[src/rtl/cpu_pkg.sv]
// Shared CPU front-end definitions: datapath width, default NOP encoding,
// sequential PC increment and the fetch FSM state type.
package cpu_pkg;

    localparam int XLEN = 32;

    localparam logic [XLEN-1:0] NOP_INSTR_DEFAULT = 32'h0000_0000;
    localparam logic [XLEN-1:0] PC_INCR           = 32'd4;

    typedef enum logic {
        FETCH_REQ  = 1'b0,
        FETCH_HOLD = 1'b1
    } fetch_state_t;

endpackage

[src/rtl/if_id_reg.sv]
// IF/ID pipeline register. Control priority: reset > flush > hold > load.
// A flush (or reset) leaves a bubble: pc=0, instr=NOP_INSTR, valid=0.
module if_id_reg
    import cpu_pkg::*;
#(
    parameter logic [XLEN-1:0] NOP_INSTR = NOP_INSTR_DEFAULT
) (
    input  logic            clk,
    input  logic            rst_n,
    input  logic            load,
    input  logic            hold,
    input  logic            flush,
    input  logic [XLEN-1:0] load_pc,
    input  logic [XLEN-1:0] load_instr,
    output logic [XLEN-1:0] pc,
    output logic [XLEN-1:0] instr,
    output logic            valid
);

    // Register update: bubble on reset/flush, keep on hold, capture on load.
    always_ff @(posedge clk) begin
        if (!rst_n || flush) begin
            pc    <= '0;
            instr <= NOP_INSTR;
            valid <= 1'b0;
        end else if (hold) begin
            pc    <= pc;
            instr <= instr;
            valid <= valid;
        end else if (load) begin
            pc    <= load_pc;
            instr <= load_instr;
            valid <= 1'b1;
        end
    end

endmodule

[src/rtl/if_stage.sv]
// Instruction fetch stage: PC, fetch FSM, one-entry hold buffer and the
// IF/ID register. Optional performance counters are built when the macro
// IF_STAGE_PERF_EN is defined (outputs stall_cycles and flush_count).
//
// state      | meaning
// -----------+-----------------------------------------------------------
// FETCH_REQ  | imem_req=1; waiting for imem_ready to accept an instruction
// FETCH_HOLD | fetched word parked in hold buffer while freeze is high
module if_stage
    import cpu_pkg::*;
#(
    parameter logic [XLEN-1:0] RESET_PC  = 32'h0000_0000,
    parameter logic [XLEN-1:0] NOP_INSTR = NOP_INSTR_DEFAULT
) (
    input  logic            clk,
    input  logic            rst_n,
    input  logic            freeze,
    input  logic            branch_taken,
    input  logic [XLEN-1:0] branch_addr,
    output logic            imem_req,
    output logic [XLEN-1:0] imem_addr,
    input  logic            imem_ready,
    input  logic [XLEN-1:0] imem_rdata,
    output logic [XLEN-1:0] if_id_pc,
    output logic [XLEN-1:0] if_id_instr,
    output logic            if_id_valid,
    output logic            fetch_wait
`ifdef IF_STAGE_PERF_EN
    ,
    output logic [31:0]     stall_cycles,
    output logic [15:0]     flush_count
`endif
);

    fetch_state_t    state;
    logic [XLEN-1:0] pc;
    logic [XLEN-1:0] pc_seq;
    logic [XLEN-1:0] hold_pc;
    logic [XLEN-1:0] hold_instr;

    logic            ifid_load;
    logic            ifid_hold;
    logic            ifid_flush;
    logic [XLEN-1:0] ifid_load_pc;
    logic [XLEN-1:0] ifid_load_instr;

    // Wraps modulo 2^32 by width.
    assign pc_seq     = pc + PC_INCR;
    assign imem_addr  = pc;
    // Gated by rst_n so a fetch is abandoned as soon as reset is asserted.
    assign imem_req   = rst_n && (state == FETCH_REQ);
    assign fetch_wait = imem_req && !imem_ready;

    // Fetch FSM, PC and hold buffer; branch overrides freeze and any data.
    always_ff @(posedge clk) begin
        if (!rst_n) begin
            state      <= FETCH_REQ;
            pc         <= RESET_PC;
            hold_pc    <= '0;
            hold_instr <= NOP_INSTR;
        end else if (branch_taken) begin
            state      <= FETCH_REQ;
            pc         <= branch_addr;
            hold_pc    <= '0;
            hold_instr <= NOP_INSTR;
        end else begin
            case (state)
                FETCH_REQ: begin
                    if (imem_ready) begin
                        if (freeze) begin
                            hold_pc    <= pc_seq;
                            hold_instr <= imem_rdata;
                            state      <= FETCH_HOLD;
                        end else begin
                            pc <= pc_seq;
                        end
                    end
                end
                FETCH_HOLD: begin
                    if (!freeze) begin
                        pc    <= pc_seq;
                        state <= FETCH_REQ;
                    end
                end
                default: state <= FETCH_REQ;
            endcase
        end
    end

    // IF/ID control: flush on branch or on an unfrozen empty fetch cycle.
    always_comb begin
        ifid_flush      = 1'b0;
        ifid_load       = 1'b0;
        ifid_load_pc    = pc_seq;
        ifid_load_instr = imem_rdata;
        if (branch_taken) begin
            ifid_flush = 1'b1;
        end else begin
            case (state)
                FETCH_REQ: begin
                    if (!freeze) begin
                        if (imem_ready) begin
                            ifid_load = 1'b1;
                        end else begin
                            ifid_flush = 1'b1;
                        end
                    end
                end
                FETCH_HOLD: begin
                    if (!freeze) begin
                        ifid_load       = 1'b1;
                        ifid_load_pc    = hold_pc;
                        ifid_load_instr = hold_instr;
                    end
                end
                default: ifid_flush = 1'b1;
            endcase
        end
        ifid_hold = !ifid_flush && !ifid_load;
    end

    if_id_reg #(
        .NOP_INSTR (NOP_INSTR)
    ) u_if_id_reg (
        .clk        (clk),
        .rst_n      (rst_n),
        .load       (ifid_load),
        .hold       (ifid_hold),
        .flush      (ifid_flush),
        .load_pc    (ifid_load_pc),
        .load_instr (ifid_load_instr),
        .pc         (if_id_pc),
        .instr      (if_id_instr),
        .valid      (if_id_valid)
    );

`ifdef IF_STAGE_PERF_EN
    // Saturating stall and flush counters.
    always_ff @(posedge clk) begin
        if (!rst_n) begin
            stall_cycles <= '0;
            flush_count  <= '0;
        end else begin
            if ((freeze || fetch_wait) && (stall_cycles != '1)) begin
                stall_cycles <= stall_cycles + 32'd1;
            end
            if (branch_taken && (flush_count != '1)) begin
                flush_count <= flush_count + 16'd1;
            end
        end
    end
`endif

endmodule

[config.mk]
export PLATFORM = sky130hd
export DESIGN_NAME = if_stage
export DESIGN_NICKNAME = d
export VERILOG_FILES = /design/src/rtl/cpu_pkg.sv /design/src/rtl/if_id_reg.sv /design/src/rtl/if_stage.sv
export SDC_FILE = /design/constraint.sdc
export NUM_CORES = 1
export LEC_CHECK = 0
export ABC_CLOCK_PERIOD_IN_PS = 3550
export CORE_UTILIZATION = 54
export CTS_CLUSTER_DIAMETER = 200
export DETAILED_ROUTE_END_ITERATION = 10
export GPL_TIMING_DRIVEN = 1
export PLACE_DENSITY = 0.88
export SYNTH_ARGS = -nofsm -noshare
export SYNTH_HDL_FRONTEND = slang
export SYNTH_SLANG_ARGS = --single-unit
export TNS_END_PERCENT = 50
[constraint.sdc]
create_clock -name clk -period 3.55 [get_ports clk]
set_input_delay 0.8875 -clock clk [delete_from_list [all_inputs] [get_ports clk]]
set_output_delay 0.8875 -clock clk [all_outputs]
set_load 0.03 [all_outputs]
==> results of run 1 <==
[flip-flops by register name (all words and copies together), names as in the netlist]
name,cells
hold_instr,32
hold_pc,32
imem_addr,32
u_if_id_reg.instr,32
u_if_id_reg.pc,32
state,1
u_if_id_reg.valid,1
[per-stage QoR]
stage	hold WS (ns)	setup slack [ns]
2_1_floorplan	0.433	0.697
3_3_place_gp	0.438	0.572
3_5_place_dp	0.444	0.569
4_1_cts	0.452	0.602
5_1_grt	0.468	0.546
6_report	0.453	0.547
[final timing paths]
| path | to | from |
|---|---|---|
| setup / recovery | fetch_wait | rst_n |
| hold / removal | hold_pc[0] | hold_pc[0] |
| setup reg to reg | u_if_id_reg.pc[16] | imem_addr[2] |
| hold reg to reg | hold_pc[0] | hold_pc[0] |
[worst min-delay path, cell delays in order (launching register included)]
cell     delay [ns]
dfxtp_1        0.31
nand2_1        0.05
a21oi_1        0.05
[synthesized netlist by cell type, types with 2 or more instances]
cell      count  area (um^2)
mux2i_1       5         50.1
o32ai_1       9         78.8
nand3_1      22          110
o21ba_2       2         20.0
a211oi_1     13         97.6
xnor2_1      18          158
buf_2         4         20.0
nand2b_1      4         25.0
nor4_1        5         31.3
nand4_1      14         87.6
a21oi_1     123          616
o22ai_1      14         87.6
xor2_1       17          149
and3_1       11         68.8
o31a_1        3         26.3
dfxtp_1     162         3240
nor2b_1       2         12.5
o21ai_0     102          510
a311oi_1      3         26.3
clkbuf_2      2         10.0
nand2_1     141          529
o21a_1        3         22.5
inv_1         4         15.0
nor3_1       10         50.1
a31o_2        3         26.3
or4_1         2         15.0
a31oi_1       4         25.0
nor2_1       92          345
clkbuf_1     68          255
or3_1         4         25.0
a22oi_1      15          113
buf_1         8         30.0
o211ai_1      9         67.6
[power groups by stage]
stage	Sequential, mW	Combinational (mW)	Clock, mW
floorplan	2.02	0.250	0
global placement	1.98	0.526	0
detailed placement	1.98	0.537	0
CTS	1.94	0.543	2.19
global route	1.95	0.587	2.26
finish	1.94	0.550	2.19
[cells in the final DEF (no fill, tap or decap), types with 3 or more instances in the layout]
cell / n
nor4_1: 5
clkdlybuf4s50_1: 165
bufinv_16: 7
or3_1: 4
o31a_1: 3
xnor2_1: 18
o21ai_0: 102
mux2i_1: 5
a311oi_1: 3
nand2b_1: 4
nand2_1: 141
a21oi_1: 123
o32ai_1: 9
xor2_1: 17
a211oi_1: 13
inv_1: 4
nor2_1: 90
buf_4: 27
a31oi_1: 4
dfxtp_1: 162
a22oi_1: 15
a31o_2: 3
o21a_1: 3
nor3_1: 10
nand4_1: 14
o22ai_1: 14
nand3_1: 22
clkbuf_16: 17
o211ai_1: 9
and3_1: 10
[layer usage]
metal	routed length, um	global-route usage	share of wire
met4	861	0.162	0.039
met5	0	0	0
met3	1870	0.0628	0.085
met1	9360	0.450	0.42
met2	9930	0.498	0.45
[final cells by class]
class | count | area, um^2 | share of cell area
clock inverters | 13 | 253 | 0.0264
inverters | 5 | 18.8 | 0.00196
well taps | 172 | 215 | 0.0225
repair buffers | 192 | 1850 | 0.194
flip-flops and latches | 162 | 3240 | 0.339
multi-input cells | 666 | 3540 | 0.370
clock buffers | 19 | 453 | 0.0473
[kinds of logic after synthesis]
family | after synthesis
simple gates | 314
compound gates | 310
flops | 162
buf+inv | 89
xor+xnor | 35
mux | 6
fa+ha+maj | 1
==> results.cfg, run 1 <==
[sta]
fmax_mhz = 333
finalCriticalPeriod_ns = 3.00
finalHoldViolCount = 0
slew_headroom = 0.436
rsz0062_at_grt = no
worst_pin_slew_ns = 0.838
finClkSkew_ns = 0.00673
timing.final.crit_share = 0.846
setup_tns_ns = 0
maxSlewViolCount = 0
setup_violations = 0

[placed_design]
dpl.hpwl_um = 14300
place_congestion = 0.912
dp_cells = 1197
placed_cell_area_um2 = 8870
port_buffers = 167

[floorplan]
initial_core_util = 0.560
pin_count = 168
die_w_um = 117
core-area_um2 = 12700
die_h_um = 117
die_area_um2 = 13700
num_rows = 41

[worst_setup_path]
path_max_fanout = 3
crit_chain = clkdlybuf4s50_1, clkinv_1, nor3_1, buf_4
reg2reg_depth = 6
worst_path_largest_cell_delay_ns = 0.56
cp-start-kind = input port
cp_num_buf_inv = 3
arrival_ns = 2.12
r2r_setup_slack_ns = 1.02
path_class = in -> out
cp-end-kind = output pin
crit_slowest_cell = clkdlybuf4s50_1
path_delay_family = buffers and inverters
cp_num_cells = 4
cp.required_ns = 2.66

[layout]
n_fill_cell = 949
drive_gt1_frac = 0.0700
diodes = 0
final_cells = 1229
area_growth_pct = 34.4
nNetsFinal = 1114
utilization = 0.753
postLayoutCellArea_um2 = 9580

[power_and_ir_drop]
cellPowerDensity_nw_per_um2 = 489
switching_share = 0.247
p_leak_nw = 3.40
power.switching_mw = 1.16
p_clk_frac = 0.468
power_mw = 4.68
ir_drop_uv = 311
p_seq_frac = 0.415
p_comb_frac = 0.117
p_int_mw = 3.53

[drt]
drtIter0Drc = 914
ant_nets = 0
via_per_inst = 6.07
vias = 7461
drcViolationCount = 0
dr.pass1.iters = 5
wire_per_inst_um = 17.9
wl_um = 22000

[clocking]
ctsResizeCount = 0
clock-root-buffer = clkbuf_16
numCtsBuffers = 17
cts_setup_buffers = 0
cts_tree = built
cts_hold_buf = 0
htreeDepth = 4
clock-sinks = 162
clk_latency_ns = 0.43
cts_buffer_depth = 2
path_clk_slew_ns = 0.06

[global_routing]
grt_max_degree = 62
antenna_found_initial = 0
grt_overflow = 0
grtUsageTotal = 0.329
grt_pass1_vias = 6829
grt_pass1_wl_um = 34600

[synthesis]
ys_seq_area_frac = 0.455
synth.avg_cell_area_um2 = 7.77
synth-seq-cells = 162
synth_edf_count = 0
synth_cell_type_count = 52
synth_cells = 917
yosys_most_used_dff = dfxtp_1
synth_adder_area_share = 0.00176
async_flop_share = 0
muxShareOfSynthArea = 0.00860
synth_area_um2 = 7130
synth_fp_nets = 987
synth_compound_area_frac = 0.249
synth_warnings = 0
synth_xor_area_frac = 0.0430
synth_top_family_by_area = compound AO/OA/AOI/OAI gates
synthSimpleGateAreaFrac = 0.193

[worst_hold_path]
hold_depth = 2
hold_class = reg -> reg

[run_status]
outcome = completed

[job]
cap_violations = 0
(Power assumes the default switching activity.)
==> run 2, diff against run 1 <==
--- a/config.mk
+++ b/config.mk
@@ -5,12 +5,12 @@
 export SDC_FILE = /design/constraint.sdc
 export NUM_CORES = 1
 export LEC_CHECK = 0
-export ABC_CLOCK_PERIOD_IN_PS = 3550
-export CORE_UTILIZATION = 54
+export ABC_CLOCK_PERIOD_IN_PS = 2850
+export CORE_UTILIZATION = 50
 export CTS_CLUSTER_DIAMETER = 200
 export DETAILED_ROUTE_END_ITERATION = 10
 export GPL_TIMING_DRIVEN = 1
-export PLACE_DENSITY = 0.88
+export PLACE_DENSITY = 0.82
 export SYNTH_ARGS = -nofsm -noshare
 export SYNTH_HDL_FRONTEND = slang
 export SYNTH_SLANG_ARGS = --single-unit
==> constraint.sdc (replaced) <==
create_clock -name clk -period 2.85 [get_ports clk]
set_input_delay 0.7125 -clock clk [delete_from_list [all_inputs] [get_ports clk]]
set_output_delay 0.7125 -clock clk [all_outputs]
set_load 0.03 [all_outputs]
==> run 2 against run 1 <==
Combinational power rose by 28%; core utilization fell by 6.2 points; clock skew fell by 0.0013 ns; clock-buffer cell count rose by 4; sequential power rose by 24%; critical endpoint unchanged; global-route usage fell by 2.8 points; critical path depth did not move; highest routed layer unchanged.
==> results.cfg, run 2 (synthesis gave the netlist of run 1 again) <==
[run_status]
outcome = completed

[layout]
final_cells = 1245
utilization = 0.691
multi_input_area_um2 = 3550
drive_gt1_frac = 0.0779
final-seq-area_um2 = 3240
final_common_cell = clkdlybuf4s50_1
area_growth_pct = 34.6
nNetsFinal = 1122
layout_common_cells = clkdlybuf4s50_1 (164), dfxtp_1 (161), nand2_1 (141)
n_fill_cell = 1144
diodes = 0

[worst_setup_path]
cp_num_buf_inv = 3
crit_slowest_cell = clkdlybuf4s50_1
r2r_setup_slack_ns = 0.38
path_class = in -> out
cp-start-kind = input port
path_max_fanout = 4
path_delay_family = buffers and inverters
reg2reg_depth = 5
cp-end-kind = output pin
setup.worst_path.start = rst_n
r2r-start = imem_addr[12]
arrival_ns = 1.84
worstReg2RegEnd = u_if_id_reg.pc[27]
cp.required_ns = 2.14
crit_chain = clkdlybuf4s50_1, clkinv_1, nor3_1, buf_4
worst_path_largest_cell_delay_ns = 0.55

[global_routing]
grt_overflow = 0
antenna_found_initial = 0
grt_pass1_wl_um = 34500
grtUsageTotal = 0.301
grt_pass1_vias = 6586
grt_max_degree = 50

[worst_hold_path]
hold_depth = 2
hold_path_end = hold_instr[24]
hold_class = reg -> reg
holdCritStartpoint = hold_instr[24]

[placed_design]
dpl.hpwl_um = 14300
dp_cells = 1213
port_buffers = 167
place_congestion = 0.907

[sta]
setup_violations = 0
slew_headroom = 0.524
timing.final.crit_share = 0.895
setup_tns_ns = 0
rsz0062_at_grt = no
fmax_mhz = 392
maxSlewViolCount = 0
worst_pin_slew_ns = 0.713
finalCriticalPeriod_ns = 2.55
finClkSkew_ns = 0.00542
finalHoldViolCount = 0

[clocking]
numCtsBuffers = 17
cts_setup_buffers = 0
clock-root-buffer = clkbuf_16
cts_hold_buf = 0
path_clk_slew_ns = 0.06
htreeDepth = 4
clk_latency_ns = 0.42
cts_buffer_depth = 2
cts_tree = built
clock-sinks = 162
ctsResizeCount = 0

[power_and_ir_drop]
p_leak_nw = 3.40
ir_drop_uv = 429
cellPowerDensity_nw_per_um2 = 570

[floorplan]
initial_core_util = 0.514
die_w_um = 121
pin_count = 168
die_h_um = 121
num_rows = 43
core-area_um2 = 13900
die_area_um2 = 14700

[drt]
route.met2.wl_um = 9660
vias = 7312
drcViolationCount = 0
topRoutingLayerUsed = met4
wl_met1_um = 9580
ant_nets = 0
wl_um = 21700
dr.pass1.iters = 5
wire_per_inst_um = 17.4
via_per_inst = 5.87
met3_length_um = 1950
drtIter0Drc = 969

[job]
cap_violations = 0
-- run 2: cell count changes in the layout (fill, tap and decap cells not counted), moves of 2 or more --
cell	before	now
buf_4	27	32
bufinv_16	7	3
buf_12	0	3
clkbuf_1	0	3
inv_6	2	0
-- run 2: where the power goes --
group / switching [mW] / internal, mW
logic: 0.411 / 0.295
registers: 0.0783 / 2.33
clock network: 0.905 / 1.45
-- run 2: through the flow --
stage	power, mW	worst slack [ns]	cell area [um^2]	hold WS, ns
2_1_floorplan	2.83	0.347	7130	0.433
3_3_place_gp	3.14	0.237	8990	0.438
3_5_place_dp	3.15	0.146	8990	0.444
4_1_cts	5.47	0.332	9590	0.452
5_1_grt	5.64	0.256	9590	0.466
6_report	5.47	0.300	9590	0.449
-- run 2: worst max path at each step --
stage | depth (start not counted) | to | slack [ns]
after detailed placement | 6 | u_if_id_reg.pc[10] | 0.15
after global routing | 4 | fetch_wait | 0.26
after floorplan | 3 | fetch_wait | 0.35
final | 4 | fetch_wait | 0.30
after global placement | 6 | u_if_id_reg.pc[10] | 0.24
after CTS | 4 | fetch_wait | 0.33
-- run 2: per-layer routing --
layer | GRT usage | vias to the layer above
met2 | 0.444 | 351
met4 | 0.128 | 0
met1 | 0.427 | 3439
met5 | 0 | -
met3 | 0.0540 | 46
li1 | - | 3476
-- run 2: area by class of cell --
class / count / area share
timing repair buffer: 200 / 0.203
multi-input combinational: 666 / 0.370
clock inverter: 9 / 0.0134
tap: 180 / 0.0235
clock buffer: 23 / 0.0498
sequential: 162 / 0.338
inverter: 5 / 0.00196
-- run 2: tightest hold or removal path: stages (launching register included) --
cell and delay (ns):
dfxtp_1 0.30, nand2_1 0.05, a21oi_1 0.05
